File: src/rtl/pc_sequencer_if.sv
// pc_sequencer_if: redirect, stall and fetch handshake bundle between the PC sequencer and its neighbours.
interface pc_sequencer_if #(parameter int K = 32);
   logic         jump_en;
   logic [K-1:0] jump_target;
   logic         stall;
   logic         fetch_ack;
   logic [K-1:0] pc_out;
   logic         fetch_req;
   logic         redirect_pend;
   logic         misalign_err;
   modport master (output jump_en, jump_target, stall, fetch_ack,
                   input  pc_out, fetch_req, redirect_pend, misalign_err);
   modport slave  (input  jump_en, jump_target, stall, fetch_ack,
                   output pc_out, fetch_req, redirect_pend, misalign_err);
endinterface

File: src/rtl/pc_sequencer.sv
// pc_sequencer: owns the program counter and fetch handshake.
// Redirects arriving during an outstanding fetch are held until the ack.
module pc_sequencer #(
   parameter int K          = 32,
   parameter int RESET_PC   = 0,
   parameter int INC        = 4,
   parameter int ALIGN_BITS = 2
) (
   input logic             clk,
   input logic             rst_n,
   pc_sequencer_if.slave   bus
);
   typedef enum logic [1:0] {BOOT, FETCH, HOLD} state_t;
   state_t       r_state;
   logic [K-1:0] r_pc, r_held;
   logic         r_req, r_pend, r_err;
   logic [K-1:0] w_mask, w_tgt;
   logic         w_mis;
   assign w_mask = {{(K-ALIGN_BITS){1'b1}}, {ALIGN_BITS{1'b0}}};
   assign w_tgt  = bus.jump_target & w_mask;
   assign w_mis  = |(bus.jump_target & ~w_mask);
   assign bus.pc_out        = r_pc;
   assign bus.fetch_req     = r_req;
   assign bus.redirect_pend = r_pend;
   assign bus.misalign_err  = r_err;
   always_ff @(posedge clk) begin
      if (!rst_n) begin
         r_state <= BOOT;
         r_pc    <= K'(RESET_PC);
         r_held  <= '0;
         r_req   <= 1'b0;
         r_pend  <= 1'b0;
         r_err   <= 1'b0;
      end else begin
         if (bus.jump_en && w_mis) r_err <= 1'b1;
         case (r_state)
            FETCH: begin
               if (bus.fetch_ack) begin
                  r_pc    <= bus.jump_en ? w_tgt : r_pend ? r_held : r_pc + K'(INC);
                  r_pend  <= 1'b0;
                  r_state <= bus.stall ? HOLD : FETCH;
                  r_req   <= !bus.stall;
               end else if (bus.jump_en) begin
                  r_held <= w_tgt;
                  r_pend <= 1'b1;
               end
            end
            HOLD: begin
               if (bus.jump_en) r_pc <= w_tgt;
               r_state <= bus.stall ? HOLD : FETCH;
               r_req   <= !bus.stall;
            end
            default: begin
               // no request is outstanding in BOOT, so a redirect lands immediately
               if (bus.jump_en) r_pc <= w_tgt;
               r_state <= FETCH;
               r_req   <= 1'b1;
            end
         endcase
      end
   end
endmodule
File: src/flat_wrapper.sv
// flat-port wrapper written by rule: the top's interface ports become plain ports
module pc_sequencer_flat 
#(
   parameter int K          = 32,
   parameter int RESET_PC   = 0,
   parameter int INC        = 4,
   parameter int ALIGN_BITS = 2
)
  (clk, rst_n, bus_jump_en, bus_jump_target, bus_stall, bus_fetch_ack, bus_pc_out, bus_fetch_req, bus_redirect_pend, bus_misalign_err);
  pc_sequencer_if #(.K(K)) bus_i ();
  input logic clk;
  input logic rst_n;
  input wire logic [$bits(bus_i.jump_en)-1:0] bus_jump_en;
  input wire logic [$bits(bus_i.jump_target)-1:0] bus_jump_target;
  input wire logic [$bits(bus_i.stall)-1:0] bus_stall;
  input wire logic [$bits(bus_i.fetch_ack)-1:0] bus_fetch_ack;
  output wire logic [$bits(bus_i.pc_out)-1:0] bus_pc_out;
  output wire logic [$bits(bus_i.fetch_req)-1:0] bus_fetch_req;
  output wire logic [$bits(bus_i.redirect_pend)-1:0] bus_redirect_pend;
  output wire logic [$bits(bus_i.misalign_err)-1:0] bus_misalign_err;
  assign bus_i.jump_en = bus_jump_en;
  assign bus_i.jump_target = bus_jump_target;
  assign bus_i.stall = bus_stall;
  assign bus_i.fetch_ack = bus_fetch_ack;
  assign bus_pc_out = bus_i.pc_out;
  assign bus_fetch_req = bus_i.fetch_req;
  assign bus_redirect_pend = bus_i.redirect_pend;
  assign bus_misalign_err = bus_i.misalign_err;
  pc_sequencer #(.K(K), .RESET_PC(RESET_PC), .INC(INC), .ALIGN_BITS(ALIGN_BITS)) u_core (.clk(clk), .rst_n(rst_n), .bus(bus_i));
endmodule
File: config.mk
export PLATFORM = sky130hd
export DESIGN_NAME = pc_sequencer_flat
export DESIGN_NICKNAME = d
export VERILOG_FILES = /design/src/rtl/pc_sequencer_if.sv /design/src/rtl/pc_sequencer.sv /design/src/flat_wrapper.sv
export SDC_FILE = /design/constraint.sdc
export NUM_CORES = 1
export LEC_CHECK = 0
export ABC_AREA = 1
export BUFFER_PORTS_ARGS = -buffer_cell sky130_fd_sc_hd__buf_4
export CELL_PAD_IN_SITES_DETAIL_PLACEMENT = 1
export CELL_PAD_IN_SITES_GLOBAL_PLACEMENT = 2
export CORE_UTILIZATION = 30
export DETAILED_ROUTE_END_ITERATION = 10
export MAX_ROUTING_LAYER = met4
export PLACE_DENSITY_LB_ADDON = 0.1
export SETUP_SLACK_MARGIN = 0.5
export SLEW_MARGIN = 10
export SYNTH_ARGS = -nofsm -noshare
export SYNTH_HDL_FRONTEND = slang
export SYNTH_SLANG_ARGS = --single-unit
File: constraint.sdc
create_clock -name clk -period 2.1 [get_ports clk]
set_clock_uncertainty 0.1 [all_clocks]
set_input_delay 0 -clock clk [delete_from_list [all_inputs] [get_ports clk]]
set_output_delay 0 -clock clk [all_outputs]
set_load 0.03 [all_outputs]
==> flow_summary.toml <==
[setup_path]
path_class = "reg2reg"
crit_chain = "buf_4, inv_1, nor2_8, nand2_4, clkinv_1, nand2_1, nand2_1, nand3_1, nand2_1, a21oi_1"
start_kind = "flip-flop"
cp_slowest_stage_delay_ns = 0.35
rr_worst_depth = 10
cp.arrival_ns = 1.74
slowest_stage = "dfxtp_4"
path_max_fanout = 6
crit_path_frequent_cell = "nand2_1"
crit_required_ns = 2.26
cp-end-kind = "flip-flop"

[route]
num_vias = 4150
drtIter0Drc = 160
totalWireLength_um = 14300
ant_nets = 0
drtPass1Iterations = 4
drc = 0
drt-vias-per-instance = 4.99
drt-wirelength-per-cell_um = 17.1

[cells_and_area]
multi_input_area_um2 = 2180
diodes = 0
register_area_um2 = 1330
area_growth_pct = 45.7
drive_gt1_share_pct = 28.0
fillers = 1513
nets = 719

[global_routing]
grt_max_degree = 62
grt_usage_pct = 23.2
grt_pass1_wl_um = 22200
grt_pass1_vias = 4161
antenna_found_initial = 0
grt-ovfl-total = 0

[floorplan]
die_x_um = 113
initial_core_util_pct = 30.9
dieArea_um2 = 12800
rows = 40
coreArea_um2 = 12000
die_height_um = 113
ios = 72

[power]
internal-power_uw = 2900
swShare_pct = 32.5
power.share.clock_pct = 38.8
cellLeakagePower_uw = 0.00214
peakVddDrop_uv = 347
cellPowerDensity_nw_per_um2 = 797
p_comb_share_pct = 26.0
netSwitchingPower_uw = 1400
p_seq_share_pct = 35.2

[timing]
grt_setup_unrepaired = "true"
period_needed_ns = 1.58
fin_ws_ns = 0.519
tns_ns = 0
relSlewSlack_pct = 56.8
fin_crit_sh_pct = 75.3
max_slew.worst_pin.slew_ns = 0.647
slew_viol_final = 0
finalHoldViolCount = 0
max_freq_mhz = 633
setup-violations-final = 0

[placement]
place_ws_ns = 0.240
gp_congestion = 0.777
dp_hpwl_um = 9430
port_buffers = 69

[yosys]
synth_edf_count = 0
syn_area_um2 = 3710
avgSynthCellArea_um2 = 6.50
ys_seq_elements = 64
yosys_warnings = 0
async_reset_ff_share_pct = 0
ys.flop_type = "dfxtp_1"
synth_cell_types = 31
syn_inst = 570
ys_seq_area_share_pct = 34.6

[clocking]
cts_buffers = 9
clkLatencyLatePin_ns = 0.34
cts_buffer_depth = 2
cts_root_buf = "clkbuf_16"
cts_num_sinks = 64
cts_max_level = 3
clk_pin_slew_worst_paths_ns = 0.06
tritoncts = "done"

[hold_path]
min_path_cells = 3
hp-class = "in2reg"

[status]
outcome = "finished clean"

[flow_run]
cap_violations = 0
-- path summary, 6_finish.rpt --
| kind | from | endpoint | slack (ns) |
|---|---|---|---|
| setup / recovery | u_core.bus.pc_out[2] | u_core.bus.pc_out[25] | 0.52 |
| hold / removal | bus_jump_en | u_core.bus.pc_out[2] | 0.05 |
| setup reg to reg | u_core.bus.pc_out[2] | u_core.bus.pc_out[25] | 0.52 |
| hold reg to reg | u_core.r_held[16] | u_core.r_held[16] | 0.36 |
-- worst max-delay path: cells and delay by family (launching register included) --
family | cells | cell delay (ns)
compound gates | 1 | 0.13
buf+inv | 3 | 0.42
flops | 1 | 0.35
simple gates | 6 | 0.49
-- power groups by stage --
stage / combinational, uW / clock (uW) / sequential (uW)
after detailed placement: 962 / 0 / 1520
final: 1120 / 1670 / 1510
after CTS: 1050 / 1700 / 1500
after global routing: 1220 / 1760 / 1540
after floorplan: 445 / 0 / 1630
after global placement: 952 / 0 / 1510
-- flip-flops by register name, indices dropped and copies added, names as in the netlist --
signal and count:
u_core.bus.pc_out 30, u_core.r_held 30, u_core.r_state 2, u_core.bus.misalign_err 1, u_core.bus.redirect_pend 1
-- kinds of logic (layout without fill, tap and decap cells) --
kind of cell | after synthesis | count (layout) | synth area share [%]
AO/OA/AOI/OAI | 201 | 201 | 27.4
XOR/XNOR | 6 | 6 | 1.42
other | 1 | 2 | 0.101
flip-flops | 64 | 64 | 34.6
AND/OR/NAND/NOR | 199 | 199 | 24.7
adder cells (fa/ha/maj) | 2 | 2 | 0.675
buffers and inverters | 97 | 211 | 11.2
-- cell usage in the layout, fill, tap and decap left out, drive strengths merged --
master	netlist	final
a21oi	124	124
nand2	112	112
inv	63	63
o21ai	73	73
nand4	2	2
and2	1	1
o211ai	1	1
nand3	35	35
dfxtp	64	64
clkbuf	24	14
xnor2	4	4
dlygate4sd3	0	35
conb	1	2
buf	7	95
bufinv	0	2
nor2	46	46
o22ai	1	1
clkinv	1	2
or2	3	3
ha	2	2
o21bai	2	2
xor2	2	2
-- timing repair --
action	in CTS	in global routing
buffers inserted	7	7
pin swaps	5	16
cloned	0	1
resized for setup	33	74
hold buffers	35	0
endpoints found under the setup margin	58	39
endpoints found under the hold margin	64	0
-- per-stage QoR --
stage | std cells | instance area [um^2] | power [uW] | hold slack (ns) | utilization (%)
after floorplan | 571 | 3720 | 2080 | 0.0631 | -
after global placement | 766 | 4350 | 2460 | 0.178 | 36.2
after detailed placement | 766 | 4350 | 2480 | 0.195 | 36.2
after CTS | 824 | 5160 | 4260 | 0.0391 | 42.9
after global routing | 832 | 5400 | 4520 | 0.0754 | 45.0
final | 832 | 5400 | 4300 | 0.0542 | 45.0
-- per-layer routing --
metal / global-route usage (%) / wire (um) / vias to the layer above
li1: - / - / 2101
met1: 30.5 / 7010 / 1965
met2: 36.2 / 6680 / 67
met3: 3.16 / 303 / 17
met4: 8.51 / 257 / 0
met5: - / 0 / -
-- cell type report --
cell class / instances / share of cell area (%)
multi-input cells: 410 / 40.4
flip-flops and latches: 64 / 24.6
repair buffers: 131 / 21.0
clock buffers: 13 / 4.82
inverters: 64 / 4.54
well taps: 147 / 3.41
clock inverters: 3 / 1.20
-- cells in the mapped netlist, types with 5 or more instances --
| library cell | number | area [um^2] |
|---|---|---|
| nor2_1 | 34 | 128 |
| a21oi_1 | 124 | 621 |
| nand2_1 | 106 | 398 |
| nor2_4 | 5 | 56.3 |
| dfxtp_1 | 64 | 1280 |
| nor2_2 | 6 | 37.5 |
| inv_1 | 63 | 236 |
| clkbuf_1 | 21 | 78.8 |
| nand3_1 | 32 | 160 |
| o21ai_0 | 73 | 365 |
(Power assumes the default switching activity.)
